### config.mk
export PLATFORM = sky130hd
export DESIGN_NAME = mult_seq_ctrl
export DESIGN_NICKNAME = d
export VERILOG_FILES = /design/src/rtl/mult_seq_ctrl.sv
export SDC_FILE = /design/constraint.sdc
export NUM_CORES = 1
export LEC_CHECK = 0
export BUFFER_PORTS_ARGS = -buffer_cell sky130_fd_sc_hd__buf_2
export CAP_MARGIN = 20
export CORE_AREA = 2 2 39 41
export DETAILED_ROUTE_END_ITERATION = 16
export DIE_AREA = 0 0 41 43
export GPL_TIMING_DRIVEN = 0
export SYNTH_ARGS = -nofsm -noshare
export SYNTH_HDL_FRONTEND = slang
export SYNTH_SLANG_ARGS = --single-unit
### constraint.sdc
create_clock -name Clk -period 1.5 [get_ports Clk]
set_clock_uncertainty 0.1 [all_clocks]
set_input_delay 0.075 -clock Clk [delete_from_list [all_inputs] [get_ports Clk]]
set_output_delay 0.075 -clock Clk [all_outputs]
set_load 0.05 [all_outputs]
### src/rtl/mult_seq_ctrl.sv
// mult_seq_ctrl: control FSM for an add-shift multiplier datapath.
// Sequences clear/load, WIDTH add-then-shift iterations and an optional
// final subtract (two's-complement correction of the multiplier sign bit).
// Configuration macro: MULT_SEQ_CTRL_AUTOCLR_EN
//   defined   -> every run starts with a one-cycle CLR state (A/X cleared).
//   undefined -> IDLE goes straight to ADD; A/X keep their previous contents,
//                so consecutive runs multiply the previous result.
// Handshake: Run is a level request. The FSM leaves IDLE when Run is seen
// high, ignores Run until HOLD, and returns to IDLE only after Run is seen
// low in HOLD, so a held Run never retriggers.
module mult_seq_ctrl #(
  parameter int WIDTH  = 8,
  parameter bit SIGNED = 1'b1
) (
  input  logic       Clk,
  input  logic       Reset,
  input  logic       Run,
  input  logic       ClearA_LoadB,
  input  logic       M,
  output logic       Clr_Ld,
  output logic       Clr_A,
  output logic       Add,
  output logic       Sub,
  output logic       Shift,
  output logic       Done,
  output logic [2:0] dbg_state_o
);

  localparam int CW = $clog2(WIDTH + 1);
  localparam logic [CW-1:0] LAST_CNT = CW'(WIDTH - 1);

  localparam logic [2:0] ST_IDLE  = 3'd0;
  localparam logic [2:0] ST_CLR   = 3'd1;
  localparam logic [2:0] ST_ADD   = 3'd2;
  localparam logic [2:0] ST_SHIFT = 3'd3;
  localparam logic [2:0] ST_HOLD  = 3'd4;

  logic [2:0]    state_q, state_d;
  logic [CW-1:0] cnt_q, cnt_d;
  logic          last;

  // Final iteration of the add/shift loop.
  assign last        = (cnt_q == LAST_CNT);
  assign dbg_state_o = state_q;

  // State and iteration counter registers, asynchronous reset to IDLE.
  always_ff @(posedge Clk or posedge Reset) begin
    if (Reset) begin
      state_q <= ST_IDLE;
      cnt_q   <= '0;
    end else begin
      state_q <= state_d;
      cnt_q   <= cnt_d;
    end
  end

  // Next-state and next-count logic.
  always_comb begin
    state_d = state_q;
    cnt_d   = cnt_q;
    case (state_q)
      ST_IDLE: begin
        cnt_d = '0;
        if (Run) begin
`ifdef MULT_SEQ_CTRL_AUTOCLR_EN
          state_d = ST_CLR;
`else
          state_d = ST_ADD;
`endif
        end
      end
      ST_CLR:   state_d = ST_ADD;
      ST_ADD:   state_d = ST_SHIFT;
      ST_SHIFT: begin
        cnt_d   = cnt_q + CW'(1);
        state_d = last ? ST_HOLD : ST_ADD;
      end
      ST_HOLD: begin
        if (!Run) state_d = ST_IDLE;
      end
      default: begin
        state_d = ST_IDLE;
        cnt_d   = '0;
      end
    endcase
  end

  // Output decode; Clr_Ld/Add/Sub also depend on inputs, the rest on state only.
  always_comb begin
    Clr_Ld = 1'b0;
    Clr_A  = 1'b0;
    Add    = 1'b0;
    Sub    = 1'b0;
    Shift  = 1'b0;
    Done   = 1'b0;
    case (state_q)
      // Reset gates Clr_Ld so nothing toggles while Reset is held.
      ST_IDLE:  Clr_Ld = ClearA_LoadB & ~Run & ~Reset;
`ifdef MULT_SEQ_CTRL_AUTOCLR_EN
      ST_CLR:   Clr_A  = 1'b1;
`endif
      ST_ADD: begin
        Add = M & ~(last & SIGNED);
        Sub = M & last & SIGNED;
      end
      ST_SHIFT: Shift = 1'b1;
      ST_HOLD:  Done  = 1'b1;
      default: ;
    endcase
  end

endmodule

==> results.md <==
* Run status: finished, violations left
* Failing checks: setup timing
* DR pass1 iterations at 4
* CTS Sinks at 7
* Final GP Congestion at just over 0.7
* CTS H-tree depth at 1
* First-pass GRT wire length at a little over 2000 µm
* Layout Nets at 93
* Initial Util at roughly a third
* Final-layout fill cell count at ~120
* Sequential Area at around 180 µm²
* Post-Synth XOR/XNOR Area at roughly 4%
* Final WS setup at -0.0964 ns
* Tightest Hold Check Type: primary input to asynchronous set/reset pin
* Slew Limit Fails at 0
* Crit path max fanout at 8
* Max-Cap Viols at 0
* Area of the core at ~0.0014 mm²
* Detail Route Antenna Nets at 0
* Ys async rst share at 100%
* Post-synth top area cell: dfrtp_1
* Setup violators final at 3
* Total wire length at approximately 1300 µm
* GRT Residual Overflow at 0
* TritonCTS clock tree: done
* Slowest stage delay, CP at roughly 0.42 ns
* Die H at ~43 µm
* Pwr per Cell Area at around 2000 mW/mm²
* Critical path, cell by cell: buf_8 > nor3b_4 > nand2_2 > nor2_4 > buf_6
* Crit path required time at 1.32 ns
* Drt initial violations at 10
* Clock Tree Root: clkbuf_4
* Max stage delay cell, worst path: dfrtp_2
* DRC at 0
* Final worst path period share at 106%
* CTS Buffer Depth at 2
* Critical path launch point type: register
* Worst-path clk slew at 0.05 ns
* Clk_lat worst skew at 0.25 ns
* Worst VDD drop at around 1100 µV
* Area contributors post-synth: dfrtp_1 40%, o21ai_0 4.5%, nand2_1 4.3%, buf_4 3.4%, nor2_1 3.4%
* Yosys reg bits at 7
* Critical path type: register to primary output
* Worst hold slack at 0.198 ns
* Die footprint at around 0.0018 mm²
* Area Growth Syn to Fin at 88.6%
* Post-synthesis mux area share at 0%
* Compound-gate portion of the synthesized area at between 10% and 20%
* Dpl ws at -0.0536 ns
* Finished Layout Cells at between 100 and 150
* Layout cells sized above 1 at between 50% and 60%
* GRT Util Overall at between 10% and 20%
* # placed instances at a little under 80
* Synth unique cells at 29
* Routed wire per std cell at between 10 and 15 µm
* Simple-gate share of the synthesized area at a little over a quarter
* RSZ-0062 raised after global routing: yes
* Syn_area_per_cell at 8.64 µm²
* Post-synth EDFFs at 0
* Post-synthesis adder-cell area fraction at under 10%
* Total power at 0.00166 W
* Die Span X at ~41 µm
* # port buffers at 12
* CTS buffer count at 3
* Sequential share of the synthesized area at slightly below 40%
* Critical Path AT at between 1 and 1.5 ns
* LEAKAGE at ~0.39 nW
* Netlist Area Pre-Place at between 400 and 500 µm²
* Num ports at 14
* Final min period at 1.60 ns
* Vias in the first global route at 440
* Vias per cell at roughly 4.8
* Pin count of the biggest net entering global routing at 11
* Cells after synthesis at 51
* Post-DP HPWL at between 700 and 800 µm
* Vias post-DR at roughly 500
* Most used DFF post-synth: dfrtp_1
* Syn nets at 57
* Yosys warns at 0
* Fin. Hold Viols at 0
* Area of the multi-input gates at about 300 µm²
* Initial antenna violation count at 0
* Antenna diodes at 0
* Max Clock Freq at between 0.6 and 0.7 GHz
* CP Capture Type: primary output
* FP Rows at 14
* Share of the synthesized area in the top cell type at just under 40%
* Largest family of logic cells by synthesized area: simple AND/OR/NAND/NOR gates
routing by layer:
layer	wire, µm	vias to the layer above	GRT usage [%]
li1	-	250	-
met5	0	-	0
met3	39	2	1.57
met4	15	0	10.0
met2	625	12	21.6
met1	584	227	27.6
logic make-up after synthesis:
family / Yosys count
AO/OA/AOI/OAI: 12
other: 1
buffers and inverters: 6
adder cells (fa/ha/maj): 1
AND/OR/NAND/NOR: 22
XOR/XNOR: 2
flip-flops: 7
critical path, delay by kind of cell, from the launching register on:
family                 cells  cell delay [ns]
buffers and inverters      2             0.30
flip-flops                 1             0.42
AND/OR/NAND/NOR            3             0.44
layout by cell type, fill, tap and decap left out, types with 2 or more instances in the layout:
master | Yosys | final
inv_1 | 2 | 2
nor3b_4 | 0 | 2
nand2_1 | 5 | 4
nor2b_1 | 2 | 2
dfrtp_2 | 0 | 3
nor2_1 | 4 | 2
nor2_4 | 0 | 2
buf_8 | 0 | 4
dlygate4sd3_1 | 0 | 2
o21ai_0 | 4 | 4
dfrtp_1 | 7 | 4
buf_4 | 2 | 18
buf_2 | 1 | 7
a21oi_1 | 2 | 2
buf_6 | 0 | 4
clkbuf_4 | 0 | 3
registers in the layout, summed over array words and instances (netlist names):
signal / flops
dbg_state_o: 3
cnt_q: 4
area by class of cell:
class	count	area share [%]
multi-input combinational	38	36.4
timing repair buffer	31	29.7
sequential	7	21.5
buffer	4	5.87
clock buffer	4	3.16
tap	16	2.41
inverter	2	0.904
repair_timing:
item	in CTS	in global routing
pin swaps	4	8
setup endpoints to repair	5	8
hold endpoints to repair	8	0
gates resized for setup	13	9
setup buffers	5	12
hold buffers	2	0
synthesized netlist by cell type (all sizes together) (2+ instances only):
master	instances
nand2	5
buf	3
nor2b	2
inv	2
nor2	4
o21ai	4
and3	2
a21oi	2
nor3b	2
dfrtp	7
power breakdown:
| part | internal, W | switching, W |
|---|---|---|
| clock | 0.000102 | 0.0000720 |
| sequential | 0.000272 | 0.0000732 |
| combinational | 0.000559 | 0.000582 |
path summary, 6_finish.rpt:
check / start / to / slack, ns / cells after the start
worst max-delay path: dbg_state_o[2] / Add / -0.1 / 5
worst min-delay path: Reset / cnt_q[3] / 0.20 / 3
worst max register to register: dbg_state_o[1] / cnt_q[0] / 0.03 / 6
worst min register to register: cnt_q[3] / cnt_q[3] / 0.48 / 2
max in group asynchronous: Reset / dbg_state_o[1] / 0.87 / 3
min in group Clk: ClearA_LoadB / Clr_Ld / 0.44 / 3
per-stage QoR:
step | TNS, ns | area [µm²] | util, %
4_1_cts | -0.276 | 707 | 51.1
5_1_grt | -0.500 | 831 | 60.0
3_3_place_gp | -0.0462 | 579 | 41.9
2_1_floorplan | -0.00739 | 499 | -
6_report | -0.217 | 831 | 60.0
3_5_place_dp | -0.0536 | 579 | 41.9
(Power assumes the default switching activity.)
